==> src/rtl/timer_sched_pkg_311.sv <==
// Shared constants for the two-requester countdown scheduler: FSM encodings,
// the default counter width and the round-robin pick helper.
package timer_sched_pkg_311;

  localparam int WIDTH_DEFAULT = 8;

  localparam logic [1:0] ST_IDLE = 2'd0;
  localparam logic [1:0] ST_RUN  = 2'd1;
  localparam logic [1:0] ST_DONE = 2'd2;

  // last_served = 1 means requester 1 was served most recently, so 0 wins a tie
  function automatic logic [1:0] rr_pick(input logic [1:0] req, input logic last_served);
    logic [1:0] pick;
    case (req)
      2'b01:   pick = 2'b01;
      2'b10:   pick = 2'b10;
      2'b11:   pick = last_served ? 2'b01 : 2'b10;
      default: pick = 2'b00;
    endcase
    return pick;
  endfunction

endpackage

==> src/rtl/down_counter_ld_311.sv <==
// Loadable down counter that saturates at zero; load takes priority over enable.
module down_counter_ld_311 #(
  parameter int WIDTH = 8
) (
  input  logic             clk_311,
  input  logic             reset_311,
  input  logic             load,
  input  logic [WIDTH-1:0] load_value,
  input  logic             enable,
  output logic [WIDTH-1:0] count
);

  always_ff @(posedge clk_311) begin
    if (reset_311)
      count <= '0;
    else if (load)
      count <= load_value;
    else if (enable && count != '0)
      count <= count - WIDTH'(1);
  end

endmodule

==> src/rtl/timer_sched_311.sv <==
// Round-robin countdown scheduler: two requesters share one down counter.
// Optional macro TIMER_SCHED_PAUSE_EN adds pause_311, which freezes a running countdown.
module timer_sched_311
  import timer_sched_pkg_311::*;
#(
  parameter int WIDTH = WIDTH_DEFAULT
) (
  input  logic             clk_311,
  input  logic             reset_311,
  input  logic [1:0]       req_311,
  input  logic [WIDTH-1:0] len0_311,
  input  logic [WIDTH-1:0] len1_311,
`ifdef TIMER_SCHED_PAUSE_EN
  input  logic             pause_311,
`endif
  output logic [1:0]       grant_311,
  output logic             busy_311,
  output logic [WIDTH-1:0] count_311,
  output logic [1:0]       done_311
);

  logic [1:0]       state;
  logic             last_served;
  logic [1:0]       pick;
  logic             start;
  logic             run_en;
  logic [WIDTH-1:0] load_value;

  assign pick       = rr_pick(req_311, last_served);
  assign start      = (state == ST_IDLE) && (req_311 != 2'b00);
  assign load_value = pick[1] ? len1_311 : len0_311;

`ifdef TIMER_SCHED_PAUSE_EN
  assign run_en = (state == ST_RUN) && !pause_311;
`else
  assign run_en = (state == ST_RUN);
`endif

  assign busy_311 = (state == ST_RUN) || (state == ST_DONE);
  assign done_311 = (state == ST_DONE) ? grant_311 : 2'b00;

  down_counter_ld_311 #(.WIDTH(WIDTH)) u_counter (
    .clk_311    (clk_311),
    .reset_311  (reset_311),
    .load       (start),
    .load_value (load_value),
    .enable     (run_en),
    .count      (count_311)
  );

  // The pointer only moves when a countdown completes, so an aborted job leaves no trace
  always_ff @(posedge clk_311) begin
    if (reset_311) begin
      state       <= ST_IDLE;
      grant_311   <= 2'b00;
      last_served <= 1'b1;
    end else begin
      case (state)
        ST_IDLE: begin
          if (start) begin
            state     <= ST_RUN;
            grant_311 <= pick;
          end
        end
        ST_RUN: begin
          if (run_en && count_311 == '0)
            state <= ST_DONE;
        end
        ST_DONE: begin
          state       <= ST_IDLE;
          grant_311   <= 2'b00;
          last_served <= grant_311[1];
        end
        default: begin
          state     <= ST_IDLE;
          grant_311 <= 2'b00;
        end
      endcase
    end
  end

endmodule

==> config.mk <==
export PLATFORM = sky130hd
export DESIGN_NAME = timer_sched_311
export DESIGN_NICKNAME = d
export VERILOG_FILES = /design/src/rtl/timer_sched_pkg_311.sv /design/src/rtl/down_counter_ld_311.sv /design/src/rtl/timer_sched_311.sv
export SDC_FILE = /design/constraint.sdc
export NUM_CORES = 1
export LEC_CHECK = 0
export BUFFER_PORTS_ARGS = -buffer_cell sky130_fd_sc_hd__buf_2
export CAP_MARGIN = 20
export CORE_MARGIN = 4
export CORE_UTILIZATION = 51
export CTS_BUF_LIST = sky130_fd_sc_hd__clkbuf_8 sky130_fd_sc_hd__clkbuf_16
export CTS_CLUSTER_DIAMETER = 40
export DETAILED_ROUTE_END_ITERATION = 10
export PLACE_DENSITY = 0.91
export REMOVE_ABC_BUFFERS = 1
export SYNTH_ARGS = -nofsm -noshare
export SYNTH_HDL_FRONTEND = slang
export SYNTH_SLANG_ARGS = --single-unit
==> constraint.sdc <==
create_clock -name clk_311 -period 4.6 [get_ports clk_311]
set_clock_uncertainty 0.15 [all_clocks]
set_input_delay 0.92 -clock clk_311 [delete_from_list [all_inputs] [get_ports clk_311]]
set_output_delay 0.92 -clock clk_311 [all_outputs]
set_load 0.01 [all_outputs]
After elaboration in Yosys (flattened, before gate mapping)
Cells that the tools add are included.
{"block": "word_totals", "reg_bits": 13, "output_inout_bits": 13}
{"block": "classes", "n_addsub": 1, "eq_ne": 7, "muxes": 11, "bitwise": 1, "n_reduce_logical": 11}
{"op": "8-bit two-way mux", "n": 3}
{"op": "2-bit two-way mux", "n": 5}
{"op": "8-bit logical NOT", "n": 1}
{"op": "2-bit case mux with 2 select lines", "n": 2}
{"op": "8-bit nonzero test", "n": 1}
{"op": "8-bit by 1-bit subtractor with 8-bit output, second input constant", "n": 1}
{"op": "2-bit == test, second input constant", "n": 3}
{"op": "2-bit case mux with 3 select lines", "n": 1}
{"op": "2-bit by 1-bit == test with 1-bit output, second input constant", "n": 2}
{"op": "2-bit AND reduction", "n": 2}
{"op": "2-bit nonzero test", "n": 2}
{"op": "1-bit logical AND", "n": 3}
{"op": "2-bit logical NOT", "n": 1}
{"op": "2-bit by 1-bit inequality test with 1-bit output, second input constant", "n": 1}
{"op": "2-bit inequality test, second input constant", "n": 1}
{"op": "1-bit logical OR", "n": 1}
{"op": "1-bit inverter", "n": 1}

Logic depth before layout (Yosys ltp)
{"block": "logic_depth", "depth_word": 4, "depth_mapped": 7, "depth_no_buf": 6}

By module
Synthesis repeated with hierarchy kept, for this count alone.
{"block": "hier_totals", "hier_cells": 103, "hier_area_um2": 893.4}
{"module": "down_counter_ld_311", "n_inst": 1, "cells_per_inst": 60, "area_each_um2": 498.0, "seq_area_each_um2": 160.2}
{"module": "timer_sched_311", "n_inst": 1, "cells_per_inst": 43, "area_each_um2": 395.4, "seq_area_each_um2": 100.1}

Worst setup path after synthesis
OpenSTA, ideal clock, no wires.
{"block": "synth_path", "kind": "input to register", "from": "input port req_311[0]", "to": "register u_counter.count[7]", "setup_time_ns": 0.125, "arrival_ns": 1.942, "t_required_ns": 4.325, "slack_ns": 2.383, "path_stages": 5, "path_buffers": 1, "cell_sequence": "clkbuf_1 a21boi_1 a32o_1 a221oi_1 nor4_1"}
{"block": "synth_via", "elab_chain_cells": 4, "elab_cells_between_ends": 9, "cone_classes": "eq/ne: 3; mux: 3; reduce/logical: 3"}
{"item": "start: declaration", "line": "timer_sched_311.sv:10", "text": "input logic [1:0] req_311,"}
{"item": "2-bit == test or 2-bit by 1-bit == test with 1-bit output (tied branches)", "line": "timer_sched_pkg_311.sv:14", "text": "case (req)"}
{"item": "2-bit case mux with 3 select lines", "line": "timer_sched_pkg_311.sv:14"}
{"item": "8-bit two-way mux", "line": "timer_sched_311.sv:31", "text": "assign load_value = pick[1] ? len1_311 : len0_311;"}
{"item": "8-bit two-way mux", "line": "down_counter_ld_311.sv:16", "text": "else if (load)"}
{"item": "end signal: assignment", "line": "down_counter_ld_311.sv:17", "text": "count <= load_value;"}
{"item": "end signal: assignment", "line": "down_counter_ld_311.sv:19", "text": "count <= count - WIDTH'(1);"}
{"item": "end: declaration", "line": "down_counter_ld_311.sv:10", "text": "output logic [WIDTH-1:0] count"}
Parallel ways exist; a longest one is shown, timed or not.
A chain may end at the register's enable or synchronous reset.

Worst setup path after layout
{"block": "layout_path", "from": "register state[0]", "to": "output port done_311[1]"}
{"block": "layout_via", "elab_chain_cells": 2}
{"item": "start: declaration", "line": "timer_sched_311.sv:22", "text": "logic [1:0] state;"}
{"item": "start signal: assignment", "line": "timer_sched_311.sv:54", "text": "state <= ST_IDLE;"}
{"item": "start signal: assignment", "line": "timer_sched_311.sv:61", "text": "state <= ST_RUN;"}
{"item": "start signal: assignment", "line": "timer_sched_311.sv:67", "text": "state <= ST_DONE;"}
{"item": "2-bit == test", "line": "timer_sched_311.sv:40", "text": "assign done_311 = (state == ST_DONE) ? grant_311 : 2'b00;"}
{"item": "2-bit two-way mux", "line": "timer_sched_311.sv:40"}
{"item": "end: declaration", "line": "timer_sched_311.sv:19", "text": "output logic [1:0] done_311"}
No other way between the ends.

==> metrics.md <==
| Metric | Value |
|---|---|
| Status | finished clean |
| Drt first pass iters | 4 |
| CTS tree | yes |
| Most used DFF post-synth | dfxtp_1 |
| Max transition margin | 0.471 |
| Worst path required time | around 3.5 ns |
| DRC violation total after the first TritonRoute iteration | 62 |
| CTS Sinks | 13 |
| Sw Ratio | 0.482 |
| Net count, final | 167 |
| H-tree levels | 1 |
| Tmin final | 2.28 ns |
| Ys async rst share | 0 |
| Total inserted antenna cells | 0 |
| Synthesized area | roughly 900 sq um |
| Initial Util | 0.569 |
| Detailed-route DRC error count | 0 |
| Psw | 0.000405 W |
| R2R Setup Slk | approximately 2.4 ns |
| Wirelength per Cell | 16.3 um |
| Clock power share | 0.121 |
| Crit path launch type | register |
| Core area | 0.00158 sq mm |
| Register area share after synthesis | 0.290 |
| Post-DRT Antenna Nets | 0 |
| PD cells | 760 mW/mm^2 |
| Finished Layout Cells | 157 |
| DR vias/cell | approximately 6.5 |
| Synthesis-to-finish area growth | 23.4% |
| Placed cell area | 0.00106 sq mm |
| Clock Tree Root | clkbuf_8 |
| Crit path DAT | 1.21 ns |
| Finished Cell Area | 0.00111 sq mm |
| Reg2reg start | state[0] |
| Most area-consuming cells after synthesis | dfxtp_1 29%, ha_1 7.0%, a21oi_1 4.5% |
| Tcrit/Tclk final | 0.496 |
| Synth Instances | 109 |
| Crit Path Class | reg -> out |
| Yosys top cell by area | dfxtp_1 |
| HP Class | reg -> reg |
| CP max FO | 3 |
| Count of final hold-check violations | 0 |
| Worst skew pair latency | about 0.25 ns |
| I/O pins | 33 |
| Commonest cells post-synth | 13 x dfxtp_1, 8 x a21oi_1, 7 x inv_1, 7 x nor3_1 |
| Die Area | 0.00249 sq mm |
| Dpl cells | 153 |
| IO Port Bufs | 32 |
| Aggregate global-route resource usage | 0.220 |
| Critical Path Sink Type | output port |
| Netlist cell types | 36 |
| Total power | 0.000841 W |
| Hold path startpoint | grant_311[1] |
| Max-slew violation count | 0 |
| Routed wire length | 2.56 mm |
| Final TNS setup | 0 ns |
| Clk buf depth | 2 |
| Most common cell in the netlist | dfxtp_1 |
| Vias | slightly above 1000 |
| Critical path startpoint | state[0] |
| Buffers plus inverters on the worst setup path | 2 |
| CP Cell Sequence | inv_1, ha_1, and2_1, buf_2 |
| Max frequency | 0.438 GHz |
| Slowest CP cell | dfxtp_1 |
| Syn. warnings | 0 |
| Ratio of cells with drive above 1 in the final layout | 0.270 |
| P_leak | about 0.47 nW |
| Placed wire-length estimate | 1.86 mm |
| Number of global-route vias before repair | around 940 |
| Cts hold-fix bufs | 0 |
| Internal Power | 0.000436 W |
| Max-Cap Viols | 0 |
| CP peak stage delay | 0.34 ns |
| Flop pwr share | 0.266 |
| Max IR drop VDD | 0.000349 V |
| Yosys reg bits | 13 |
| RSZ-0062 raised after global routing | no |
| Yosys top cell area share | 0.290 |
| Post_cts resized | 0 |
| Die height | 49.9 um |
| Crit-path leading delay family | flip-flops |
| Die Width | 49.9 um |
| Final setup vio count | 0 |
| Number of synthesized flops with an enable pin | 0 |
| Std-Cell Rows | 14 |
| Hold Slack | 0.338 ns |
| Remaining global-route overflow | 0 |
| Worst slew pin tran | 0.783 ns |
| Clock transition at path regs | 0.05 ns |
| Largest net degree at the start of global routing | 18 |
| Comb pwr share | 0.613 |
| Setup bufs post-CTS | 0 |
| GPL Wtd Cong | between 0.8 and 0.9 |
| Initial antenna violation count | 0 |
| Syn avg cell area | approximately 8.2 sq um |
| First-pass GRT wire length | 4.31 mm |
| CTS Buf Count | 3 |
-- metrics by stage --
| step | setup WS [ns] | utilization |
|---|---|---|
| 2_1_floorplan | 2.57 | - |
| 6_report | 2.32 | 0.702 |
| 5_1_grt | 2.14 | 0.702 |
| 3_5_place_dp | 2.12 | 0.674 |
| 4_1_cts | 2.33 | 0.702 |
| 3_3_place_gp | 2.24 | 0.674 |
-- layout by cell type (no fill, tap or decap), drive strengths merged, types with 3 or more instances in the layout --
cell type	synthesis	layout
buf	0	32
dfxtp	13	13
inv	7	8
a21oi	8	8
nor3	7	7
nor2	6	6
nand2	6	6
ha	5	5
nand3	4	4
a32o	4	4
o21ai	4	4
nor2b	3	3
nor3b	3	3
and3	3	3
clkbuf	4	3
a211oi	3	3
-- layout make-up --
type,instances,area [sq um]
clock inverters,1,3.75
multi-input cells,85,596
flip-flops and latches,13,260
well taps,16,20.0
fillers,127,469
clock buffers,3,41.3
repair buffers,32,160
inverters,7,26.3
-- state kept, by name, summed over array words and instances (netlist names) --
signal and count:
u_counter.count 8, state 2, last_served 1, grant_311 2
-- worst register-to-register path: stages, from the launching register on --
cell     delay, ns
dfxtp_1       0.32
inv_1         0.10
ha_1          0.48
o21ai_1       0.36
and3_1        0.29
o32ai_1       0.29
a21oi_1       0.11
-- power by group through the flow --
stage	registers (W)	logic, W	clock network (W)
2_1_floorplan	0.000229	0.000355	0
3_3_place_gp	0.000219	0.000491	0
3_5_place_dp	0.000222	0.000504	0
4_1_cts	0.000220	0.000509	0.000102
5_1_grt	0.000230	0.000568	0.000111
6_report	0.000224	0.000515	0.000102
-- cells by family (layout without fill, tap and decap cells) --
kind of cell	count (synthesis)	in the layout	synth area share
buf+inv	11	43	0.0460
flops	13	13	0.290
simple gates	42	42	0.279
compound gates	38	38	0.315
fa+ha+maj	5	5	0.0697
-- metal layers --
| metal | track usage | share of wire |
|---|---|---|
| met4 | 0.0968 | 0.021 |
| met1 | 0.287 | 0.42 |
| met5 | 0 | 0 |
| met3 | 0.0482 | 0.098 |
| met2 | 0.341 | 0.46 |
-- path summary, 6_finish.rpt --
path | end | cells past startpoint
worst max-delay path | done_311[1] | 4
worst min-delay path | grant_311[1] | 2
worst max register to register | u_counter.count[4] | 6
worst min register to register | grant_311[1] | 2
Note: power is estimated with default switching activity, not from simulation.
